## config.mk

```make
export PLATFORM = sky130hd
export DESIGN_NAME = regfile_writeback
export DESIGN_NICKNAME = d
export VERILOG_FILES = /design/src/rtl/regfile_writeback.sv
export SDC_FILE = /design/constraint.sdc
export NUM_CORES = 1
export LEC_CHECK = 0
export CAP_MARGIN = 20
export CORE_UTILIZATION = 47
export CTS_CLUSTER_SIZE = 30
export DETAILED_ROUTE_END_ITERATION = 6
export PLACE_DENSITY = 0.86
export SYNTH_ARGS = -nofsm -noshare
export SYNTH_HDL_FRONTEND = slang
export SYNTH_SLANG_ARGS = --single-unit
```

## constraint.sdc

```tcl
create_clock -name i_clk -period 2.7 [get_ports i_clk]
set_input_delay 0.54 -clock i_clk [delete_from_list [all_inputs] [get_ports i_clk]]
set_output_delay 0.54 -clock i_clk [all_outputs]
set_load 0.05 [all_outputs]
```

## src/rtl/regfile_writeback.sv

```systemverilog
// Single write-port arbiter for the integer register file: ALU results win, buffered
// long-latency results fill idle slots, and a pending scoreboard reports busy registers.
module regfile_writeback #(
  parameter int FIFO_DEPTH = 2
) (
  input  logic        i_clk,
  input  logic        i_reset,
  input  logic        i_stall,
  input  logic        i_alu_valid,
  input  logic [4:0]  i_alu_rd,
  input  logic [31:0] i_alu_data,
  input  logic        i_lng_valid,
  input  logic [4:0]  i_lng_rd,
  input  logic [31:0] i_lng_data,
  output logic        o_lng_ready,
  input  logic        i_iss_valid,
  input  logic        i_iss_long,
  input  logic [4:0]  i_iss_rd,
  input  logic [4:0]  i_rs1,
  input  logic [4:0]  i_rs2,
  input  logic [4:0]  i_rd,
  output logic        o_rs1_busy,
  output logic        o_rs2_busy,
  output logic        o_rd_busy,
  output logic        o_hold_req,
  output logic        o_w_enable,
  output logic [4:0]  o_wd,
  output logic [31:0] o_w_data
);
  localparam int PTR_W = (FIFO_DEPTH > 1) ? $clog2(FIFO_DEPTH) : 1;
  localparam int CNT_W = PTR_W + 1;
  localparam logic [CNT_W-1:0] DEPTH_C = CNT_W'(FIFO_DEPTH);

  logic [4:0]       r_fifo_rd   [FIFO_DEPTH];
  logic [31:0]      r_fifo_data [FIFO_DEPTH];
  logic [PTR_W-1:0] r_head;
  logic [PTR_W-1:0] r_tail;
  logic [CNT_W-1:0] r_count;
  logic [31:0]      r_pending;
  logic             r_w_enable;
  logic [4:0]       r_wd;
  logic [31:0]      r_w_data;

  logic             w_full;
  logic             w_empty;
  logic             w_push;
  logic             w_pop;
  logic             w_alu_cand;
  logic             w_iss_set;
  logic [4:0]       w_head_rd;
  logic [31:0]      w_pending_nxt;

  function automatic logic busy_f(input logic [4:0] q, input logic [31:0] pend,
                                  input logic we, input logic [4:0] wa);
    return (q != 5'd0) && (pend[q] || (we && (wa == q)));
  endfunction

  assign w_full      = (r_count == DEPTH_C);
  assign w_empty     = (r_count == {CNT_W{1'b0}});
  assign w_head_rd   = r_fifo_rd[r_head];
  // rd==0 results are acknowledged but never stored
  assign w_push      = i_lng_valid && !w_full && (i_lng_rd != 5'd0);
  assign w_alu_cand  = i_alu_valid && (i_alu_rd != 5'd0);
  assign w_pop       = !i_stall && !w_alu_cand && !w_empty;
  assign w_iss_set   = i_iss_valid && i_iss_long && (i_iss_rd != 5'd0) && !i_stall;

  assign o_lng_ready = !w_full;
  assign o_hold_req  = w_full;
  assign o_w_enable  = r_w_enable;
  assign o_wd        = r_wd;
  assign o_w_data    = r_w_data;
  assign o_rs1_busy  = busy_f(i_rs1, r_pending, r_w_enable, r_wd);
  assign o_rs2_busy  = busy_f(i_rs2, r_pending, r_w_enable, r_wd);
  assign o_rd_busy   = busy_f(i_rd,  r_pending, r_w_enable, r_wd);

  // Scoreboard next state: clear the popped register, then a new issue overrides it
  always_comb begin
    w_pending_nxt = r_pending;
    if (w_pop) begin
      w_pending_nxt[w_head_rd] = 1'b0;
    end else begin
      w_pending_nxt = r_pending;
    end
    if (w_iss_set) begin
      w_pending_nxt[i_iss_rd] = 1'b1;
    end else begin
      w_pending_nxt[0] = 1'b0;
    end
    w_pending_nxt[0] = 1'b0;
  end

  // FIFO storage; contents need no reset since occupancy is tracked by r_count
  always_ff @(posedge i_clk) begin
    if (w_push) begin
      r_fifo_rd[r_tail]   <= i_lng_rd;
      r_fifo_data[r_tail] <= i_lng_data;
    end
  end

  // FIFO pointers, occupancy and scoreboard
  always_ff @(posedge i_clk) begin
    if (i_reset) begin
      r_head    <= {PTR_W{1'b0}};
      r_tail    <= {PTR_W{1'b0}};
      r_count   <= {CNT_W{1'b0}};
      r_pending <= 32'd0;
    end else begin
      r_pending <= w_pending_nxt;
      if (w_push) r_tail <= r_tail + PTR_W'(1);
      if (w_pop)  r_head <= r_head + PTR_W'(1);
      case ({w_push, w_pop})
        2'b10:   r_count <= r_count + CNT_W'(1);
        2'b01:   r_count <= r_count - CNT_W'(1);
        default: r_count <= r_count;
      endcase
    end
  end

  // Registered write port: ALU first, then FIFO head, otherwise idle keeping addr/data
  always_ff @(posedge i_clk) begin
    if (i_reset) begin
      r_w_enable <= 1'b0;
      r_wd       <= 5'd0;
      r_w_data   <= 32'd0;
    end else if (!i_stall) begin
      if (w_alu_cand) begin
        r_w_enable <= 1'b1;
        r_wd       <= i_alu_rd;
        r_w_data   <= i_alu_data;
      end else if (w_pop) begin
        r_w_enable <= 1'b1;
        r_wd       <= w_head_rd;
        r_w_data   <= r_fifo_data[r_head];
      end else begin
        r_w_enable <= 1'b0;
      end
    end
  end
endmodule

```

# Word-level counts from Yosys, hierarchy flattened

Memories as Yosys holds them, arrays and structs flattened. A register that Yosys moved wholly into a read port is not among the register bits.
Index checks and enable logic that the tools add are counted.

Flip-flop bits (word level): 74
Memory bits (writable): 74
Bits of input ports: 101
Output and inout port bits: 43
Word-level logic and storage cells: 89
Memories kept: 2

Memory list:

| name        | words | width | rd ports | clocked after Yosys merged registers in | write ports | RTL line | RTL |
|---|---|---|---|---|---|---|---|
| r_fifo_data | 2     | 32    | 1        | 1                                       | 1           | 35       | `logic [31:0] r_fifo_data [FIFO_DEPTH];` |
| r_fifo_rd   | 2     | 5     | 1        | 1                                       | 1           | 34       | `logic [4:0] r_fifo_rd [FIFO_DEPTH];` |

Add/subtract/negate cells: 4
Magnitude comparators: 7
Equal/unequal tests: 6
Muxes and demuxes: 25
Bitwise operators: 4
Reductions and logical operators: 33

Operators with widths:

| kind                                                                          | number |
|---|---|
| 32-bit 2-to-1 mux                                                             | 3 |
| 32-bit AND                                                                    | 1 |
| 32-bit inverter                                                               | 1 |
| 32-bit bitwise OR                                                             | 1 |
| 31-bit 2-to-1 mux                                                             | 1 |
| 5-bit by 6-bit less-than comparator with 1-bit output (second input constant) | 5 |
| 5-bit nonzero test                                                            | 6 |
| 1-bit logical AND                                                             | 16 |
| 1-bit binary-select mux with 5-bit select                                     | 3 |
| 5-bit == test                                                                 | 3 |
| 1-bit 2-to-1 mux                                                              | 13 |
| 1-bit demux with 5-bit select                                                 | 2 |
| 5-bit by 1-bit >= comparator with 1-bit output (second input constant)        | 2 |
| 5-bit 2-to-1 mux                                                              | 2 |
| 2-bit == test (second input constant)                                         | 2 |
| 1-bit zero test                                                               | 4 |
| 2-bit one-hot mux with 2 select lines                                         | 1 |
| 2-bit nonzero test                                                            | 2 |
| 1-bit logical OR                                                              | 3 |
| 1-bit adder (second input constant)                                           | 2 |
| 2-bit by 1-bit adder with 2-bit output (second input constant)                | 1 |
| 2-bit by 1-bit == test with 1-bit output (second input constant)              | 1 |
| 2-bit zero test                                                               | 1 |
| 2-bit AND reduction                                                           | 1 |
| other kinds (2)                                                               | 2 |

# Logic depth before layout (Yosys ltp)

Gate-level depths: netlist (run 1).

Depth after elaboration: 9
Mapped depth: 7
Gate-level depth less buffers: 7

# Worst setup path before layout (run 1)

No wires, ideal clock.

Kind: register -> register
Start: reg r_count[0]
End: mem r_fifo_data[0][0], enable pin
Setup time: 0.431 ns
Data arrival time: 2.770 ns
Data required time: 2.269 ns
Path slack: -0.502 ns
Cell stages (with the launch flop): 4
Path buffers: 0
Period minus slack after synthesis: 3.202 ns
Path through: dfxtp_1 nand2b_1 o211ai_1 nor2_1

Cells in the longest elaborated chain, start to end: 6

Ends and longest elaborated chain:

| what                                   | RTL line | RTL |
|---|---|---|
| start: declaration                     | 38       | `logic [CNT_W-1:0] r_count;` |
| start signal: assignment               | 105      | `r_count <= {CNT_W{1'b0}};` |
| start signal: assignment               | 112      | `2'b10: r_count <= r_count + CNT_W'(1);` |
| start signal: assignment               | 113      | `2'b01: r_count <= r_count - CNT_W'(1);` |
| 2-bit == test                          | 58       | `assign w_full = (r_count == DEPTH_C);` |
| 1-bit zero test                        | n/a      |  |
| net o_lng_ready                        | 15       | `output logic o_lng_ready,` |
| 1-bit logical AND (2 in a row)         | 62       | `assign w_push = i_lng_valid && !w_full && (i_lng_rd != 5'd0);` |
| 1-bit 2-to-1 mux                       | 94       | `if (w_push) begin` |
| 1-bit 2-to-1 mux (implied by the code) | 96       | `r_fifo_data[r_tail] <= i_lng_data;` |
| end: declaration                       | 35       |  |

The timed path passes the listed nets, and every way through them passes these cells.

# Worst setup path in the final report (run 1)

Start: in i_rs2[3]
End: out o_rs2_busy

Cells in the longest elaborated chain, start to end: 4

Ends and longest elaborated chain:

| what                                                                               | RTL line | RTL |
|---|---|---|
| start: declaration                                                                 | 20       | `input logic [4:0] i_rs2,` |
| 1-bit binary-select mux with 5-bit select / 5-bit == test (equally long branches)  | 55       | `return (q != 5'd0) && (pend[q] \|\| (we && (wa == q)));` |
| 1-bit 2-to-1 mux (implied by the code) / 1-bit logical AND (equally long branches) | 55       |  |
| 1-bit logical OR                                                                   | 55       |  |
| 1-bit logical AND (*)                                                              | 55       |  |
| end: declaration                                                                   | 23       | `output logic o_rs2_busy,` |

Mark *: on every way between the ends. The rest lies on a longest branch, timed or not. The select of a mux whose other input is x is not followed.

==> run metrics, run 1 <==
Synth Warn #=0; crit path time final=2640 ps; Hold Path End=o_w_data[26]; CP max FO=3; Post-Route WL=~19,000 um; clock power share=0.345; Distinct cells, synth=46; Overflow after GRT=0; sequential share of power=0.421; Critical Path Start Type=input port; GRT Total Usage=0.254; Combinational Power Share=0.235; Seq cells post-synth=148; WP data required=2160 ps; root buffer cell=clkbuf_16; Fin Setup TNS=0 ps; routed len/inst=around 19 um; synthesized area=approximately 0.0070 mm^2; Psw=~0.0019 W; Sw Share=0.293; FF-to-FF End=o_wd[4]; Peak VDD IR=~540 uV; cell area power density=about 700 mW/mm^2; H-tree Lvls=4; WHS=about 450 ps; maximum clock frequency=379 MHz; core area=about 0.015 mm^2; clk buf depth=2; # Max-Cap Violations=0; status=complete, no violations; Initial Util=0.480; ANT nets after route=0; Pre-antenna DRT Iters=5; Hold WC Path Type=flip-flop to flip-flop; first-pass GRT wire length=29,200 um; hold_buf cts=0; RSZ-0062 raised after global routing=false; Hold Path Stages=2; Syn Area/Cell=10.8 um^2; FF-to-FF Start=r_count[0]; Power Internal=0.00460 W; chip height=124 um; final setup fails=0; Ports=approximately 140; initial antenna violation count=0; die width=between 100 and 150 um; CP Capture Type=output port; Total Power Consumption=approximately 0.0065 W; Layout Skew=8.39 ps; Mapped Nets=749; 1st-iter DRT viols=352; CTS tree=yes; Final Slew Violations=0; Port Buffers=143; via/cell ratio=5.77; DR vias=a little under 6,000; dpl ws=-302 ps; R2R cell count=4; Fin. Hold Viols=0; Final Net Count=918; final worst slack=63.0 ps; placed wire-length estimate=13,000 um; sequential area share after synthesis=0.531; Post-synth EDFFs=between 70 and 80; die area=roughly 0.015 mm^2; worst slew pin tran=1090 ps; layout cells sized above 1=0.154; Rel. slew slack=0.269; fillers=1,080; worst skew pair latency=410 ps; Site Rows=44; dominant synthesized flop cell=edfxtp_1; clock sinks=approximately 150; DRC errors left=0; Area Growth Syn to Fin=36.8%; pin count of the biggest net entering global routing=between 50 and 60; Core Util, Final=0.657; Lkg Pwr=approximately 3.3 nW; total CTS buffers=17; r2r setup slk=760 ps; fin crit share=0.977; Antenna Cells=0; Mapped Cells=about 650; worst setup path category=input port to output port; Worst Hold Launch=o_w_data[26]; RD Place Congestion=0.962; Post-synth ARST share=0; Critical Path AT=2100 ps; vias in the first global route=just under 6,000; clock slew at reported path FFs=60 ps
-- critical path, stage by stage --
cell             delay, ps
clkdlybuf4s50_1        440
buf_4                  160
xor2_1                 140
nor4_2                 330
a211oi_2               130
a21oi_2                170
buf_6                  170
-- synthesized netlist by cell type (3+ instances only) --
library cell  instances  share of area
nand2_1              85          0.046
dfxtp_1              74           0.21
edfxtp_1             74           0.32
o21ai_0              56          0.040
mux2i_1              45          0.065
a21oi_1              43          0.031
o211ai_1             42          0.045
nor2b_1              30          0.027
clkbuf_1             23          0.012
nor2_1               22          0.012
mux4_2               19          0.061
nand3_1              16          0.011
buf_2                13         0.0093
inv_1                13         0.0070
xor2_1               12          0.015
nand2b_1              8         0.0072
nor4_1                7         0.0063
o32ai_1               6         0.0075
a31o_2                4         0.0050
buf_4                 4         0.0043
or3_1                 4         0.0036
or4_1                 4         0.0043
xnor2_1               4         0.0050
a31oi_1               3         0.0027
mux2_2                3         0.0048
nand3b_1              3         0.0032
nand4_1               3         0.0027
o21a_1                3         0.0032
-- state kept, by name (all words and copies together), names as in the netlist, named ones only --
register and cells:
r_fifo_data 64, o_w_data 32, r_pending 31, r_fifo_rd 10, o_wd 5, r_count 2
o_w_enable 1, r_head 1, r_tail 1
-- power groups by stage --
stage / combinational (W) / clock [W] / sequential (W)
floorplan: 0.000662 / 0 / 0.00300
global placement: 0.00145 / 0 / 0.00277
detailed placement: 0.00148 / 0 / 0.00278
CTS: 0.00150 / 0.00226 / 0.00274
global route: 0.00163 / 0.00235 / 0.00276
finish: 0.00153 / 0.00224 / 0.00274
-- kinds of logic after synthesis --
family | synth area share
and+or+nand+nor | 0.132
buffers and inverters | 0.0335
AOI/OAI and AO/OA | 0.151
DFF | 0.531
adders and majority gates | 0.00179
muxes | 0.131
xor gates and xnor gates | 0.0201
-- how the worst max path moves through the flow --
stage          startpoint                 to  slack (ps)  cells after the start
2_1_floorplan  r_count[0]  r_fifo_data[0][0]        -500                      3
3_3_place_gp     i_rs2[0]         o_rs2_busy        -230                      8
3_5_place_dp     i_rs2[0]         o_rs2_busy        -300                      7
4_1_cts          i_rs1[3]         o_rs1_busy           2                      7
5_1_grt          i_rs2[3]         o_rs2_busy           4                      7
6_report         i_rs2[3]         o_rs2_busy          60                      7
-- what timing repair did --
action,in CTS,in global routing
pin swaps,10,3
setup buffers,1,0
gates resized for setup,27,10
setup endpoints to repair,3,3
-- through the flow --
| step | std cells | instance area, um^2 |
|---|---|---|
| final | 1013 | 9540 |
| after global placement | 978 | 8870 |
| after global routing | 1013 | 9540 |
| after floorplan | 647 | 6980 |
| after CTS | 1011 | 9500 |
| after detailed placement | 978 | 8870 |
-- routing by layer --
metal | share of wire | track usage | routed length [um]
met5 | 0 | 0 | 0
met4 | 0.026 | 0.105 | 497
met3 | 0.088 | 0.0769 | 1650
met2 | 0.50 | 0.439 | 9370
met1 | 0.39 | 0.292 | 7250
-- cell type report --
type | instances | area, um^2 | share of cell area
flip-flops and latches | 148 | 3700 | 0.388
multi-input cells | 445 | 3120 | 0.327
repair buffers | 191 | 1880 | 0.197
clock buffers | 24 | 493 | 0.0517
well taps | 184 | 230 | 0.0241
clock inverters | 8 | 71.3 | 0.00747
inverters | 13 | 48.8 | 0.00511
-- layout by cell type, fill, tap and decap left out, types with 4 or more instances in the layout --
cell type        synthesis  final
clkdlybuf4s50_1          0    126
nand2_1                 85     85
edfxtp_1                74     74
dfxtp_1                 74     73
o21ai_0                 56     56
mux2i_1                 45     45
o211ai_1                42     42
a21oi_1                 43     40
buf_4                    4     36
nor2b_1                 30     30
nor2_1                  22     20
mux4_2                  19     19
clkbuf_16                0     18
nand3_1                 16     16
inv_1                   13     13
xor2_1                  12     12
nand2b_1                 8      8
buf_6                    0      8
dlygate4sd2_1            0      7
buf_12                   0      7
o32ai_1                  6      6
inv_4                    0      5
a31o_2                   4      4
xnor2_1                  4      4
or3_1                    4      4
nor4_1                   7      4
clkbuf_1                23      4
No activity file was read; power rests on OpenSTA's default activity.
==> run 2: changes to the inputs <==
--- a/config.mk
+++ b/config.mk
@@ -6,10 +6,10 @@
 export NUM_CORES = 1
 export LEC_CHECK = 0
 export CAP_MARGIN = 20
-export CORE_UTILIZATION = 47
+export CORE_UTILIZATION = 56
 export CTS_CLUSTER_SIZE = 30
 export DETAILED_ROUTE_END_ITERATION = 6
-export PLACE_DENSITY = 0.86
+export PLACE_DENSITY = 0.95
 export SYNTH_ARGS = -nofsm -noshare
 export SYNTH_HDL_FRONTEND = slang
 export SYNTH_SLANG_ARGS = --single-unit
==> constraint.sdc (replaced) <==
create_clock -name i_clk -period 3.3 [get_ports i_clk]
set_input_delay 0.66 -clock i_clk [delete_from_list [all_inputs] [get_ports i_clk]]
set_output_delay 0.66 -clock i_clk [all_outputs]
set_load 0.05 [all_outputs]
==> run 2 against run 1 <==
Die area is 16% lower; flip-flop and latch count unchanged; clock skew is 1.1 ps higher; critical path depth is 1 lower; clock power shrank 8%; cell count is 3.8% lower; largest cell class unchanged.
==> run metrics, run 2 (same netlist as run 1, synthesis figures left out) <==
Layout Skew=9.46 ps (+1.07 ps); RSZ-0062 raised after global routing=false; RD Place Congestion=0.894 (-7.0%); most frequent cells in the layout=clkdlybuf4s50_1 (136), nand2_1 (85), edfxtp_1 (74), dfxtp_1 (73), o21ai_0 (56); Pre-antenna DRT Iters=5 (unchanged); total CTS buffers=17 (unchanged); CTS tree=yes; GRT Total Usage=0.338 (+0.0843); fillers=697 (-35%); die width=114 um (-8.3%); core area=0.0121 mm^2 (-17%); gr busiest metal=met2; Ports=144 (unchanged); fin crit share=0.973; Post-Route WL=20,900 um (+12%); Biggest register=r_fifo_data; crit path time final=3210 ps; Critical Path Start Type=input port; vias in the first global route=6,249 (+5.9%); DR vias=6,082 (+4.0%); Port Buffers=143 (unchanged); Final Slew Violations=0 (unchanged); routing usage on met1=0.399 (+0.107); initial antenna violation count=1 (+1); most common cell after layout, fill and taps aside=clkdlybuf4s50_1; worst skew pair latency=430 ps (+20 ps); worst setup path category=input port to output port; worst slew pin tran=1090 ps (-5.20 ps); Crit path buffers/inverters=2 (-1); ANT nets after route=0 (unchanged); first-pass GRT wire length=32,700 um (+12%); root buffer cell=clkbuf_16; status=complete, no violations; delay-heaviest family, CP=buffers and inverters; 1st-iter DRT viols=608 (+73%); Site Rows=40 (-9.1%); met2 Usage GRT=0.567 (+0.127); Area Growth Syn to Fin=33.9%; # Max-Cap Violations=0 (unchanged); Largest register FFs=64 (unchanged); WP data required=2640 ps (+480 ps); Critical Path AT=2550 ps (+450 ps); maximum clock frequency=311 MHz; Final Net Count=896 (-2.4%); H-tree Lvls=4 (unchanged); clock sinks=148 (unchanged); routed len/inst=21.5 um (+16%); die area=0.0129 mm^2 (-16%); Crit-path slowest cell=clkdlybuf4s50_1; CP Capture Type=output port; Lkg Pwr=3.22 nW (-3.6%); chip height=114 um (-8.3%); DRC errors left=0 (unchanged); Overflow after GRT=0 (unchanged); Peak VDD IR=665 uV (+24%); CP max FO=8 (+5); Fin Setup TNS=0 ps (unchanged); Post-Place Cells=943 (-3.6%); layout cells sized above 1=0.119 (-0.0354); Core Util, Final=0.775 (+0.118); Fin. Hold Viols=0 (unchanged); pin count of the biggest net entering global routing=46 (-9.8%); clk buf depth=2 (unchanged); via/cell ratio=6.24 (+8.0%); M3 GR Usage=0.0765 (-0.000409); Initial Util=0.579 (+0.0984); Slowest Stage Delay on Critical Path=730 ps (+290 ps); Hold WC Path Type=flip-flop to flip-flop; placed wire-length estimate=14,300 um (+9.6%); Rel. slew slack=0.273 (+0.00347); worst-path cell chain=clkdlybuf4s50_1 > mux4_2 > nand3_1 > nand4_1 > o21a_1 > buf_4; Antenna Cells=0 (unchanged); clock slew at reported path FFs=60 ps (about the same); Setup Buffers After CTS=0 (-1); final std cells w/o fill=975 (-3.8%); final setup fails=0 (unchanged); cell area power density=592 mW/mm^2 (-13%)
==> run 2: cell count changes in the layout (fill, tap and decap cells not counted), moves of 3 or more <==
cell	previous run	this run
buf_4	36	24
buf_6	8	0
bufinv_16	1	4
clkbuf_2	3	0
clkdlybuf4s50_1	126	136
clkinv_4	0	3
dlygate4sd2_1	7	0
inv_4	5	0
==> run 2: area by class of cell <==
class,instances,area [um^2],area share
inverters,13,48.8,0.00522
well taps,168,210,0.0225
repair buffers,169,1680,0.180
clock buffers,20,447,0.0478
multi-input cells,445,3070,0.329
clock inverters,12,179,0.0191
flip-flops and latches,148,3700,0.396
==> run 2: path summary, 6_finish.rpt <==
check / startpoint / to / slack [ps] / cells after the start
max: i_rs1[0] / o_rs1_busy / 90 / 6
min: o_w_data[20] / o_w_data[20] / 460 / 2
max reg2reg: flip-flop / r_pending[27] / 950 / 5
min reg2reg: o_w_data[20] / o_w_data[20] / 460 / 2
==> run 2: where the power goes <==
group / internal (W) / switching [W]
combinational: 0.000470 / 0.000755
sequential: 0.00214 / 0.000123
clock: 0.00129 / 0.000767
==> run 2: timing repair <==
action | in CTS | in global routing
resized for setup | 0 | 4
hold buffers | 0 | 0
setup endpoints to repair | 0 | 3
==> run 2: metal layers <==
metal	wire (um)	up-vias
met2	10500	409
met3	1750	98
met5	14	-
li1	-	2699
met4	1110	2
met1	7510	2874
==> run 2: tightest hold or removal path: cells and delay by family (launching register included) <==
family           cells  cell delay, ps
flip-flops           1             310
AND/OR/NAND/NOR      1              50
AO/OA/AOI/OAI        1              50
==> run 2: per-stage QoR <==
step | cell area [um^2] | power (W) | setup slack (ps) | hold slack [ps]
2_1_floorplan | 6980 | 0.00299 | 98.2 | 473
3_3_place_gp | 8710 | 0.00341 | 97.4 | 443
3_5_place_dp | 8710 | 0.00347 | 33.4 | 450
4_1_cts | 9330 | 0.00554 | 28.6 | 460
5_1_grt | 9350 | 0.00571 | 0.948 | 479
6_report | 9350 | 0.00554 | 88.9 | 460
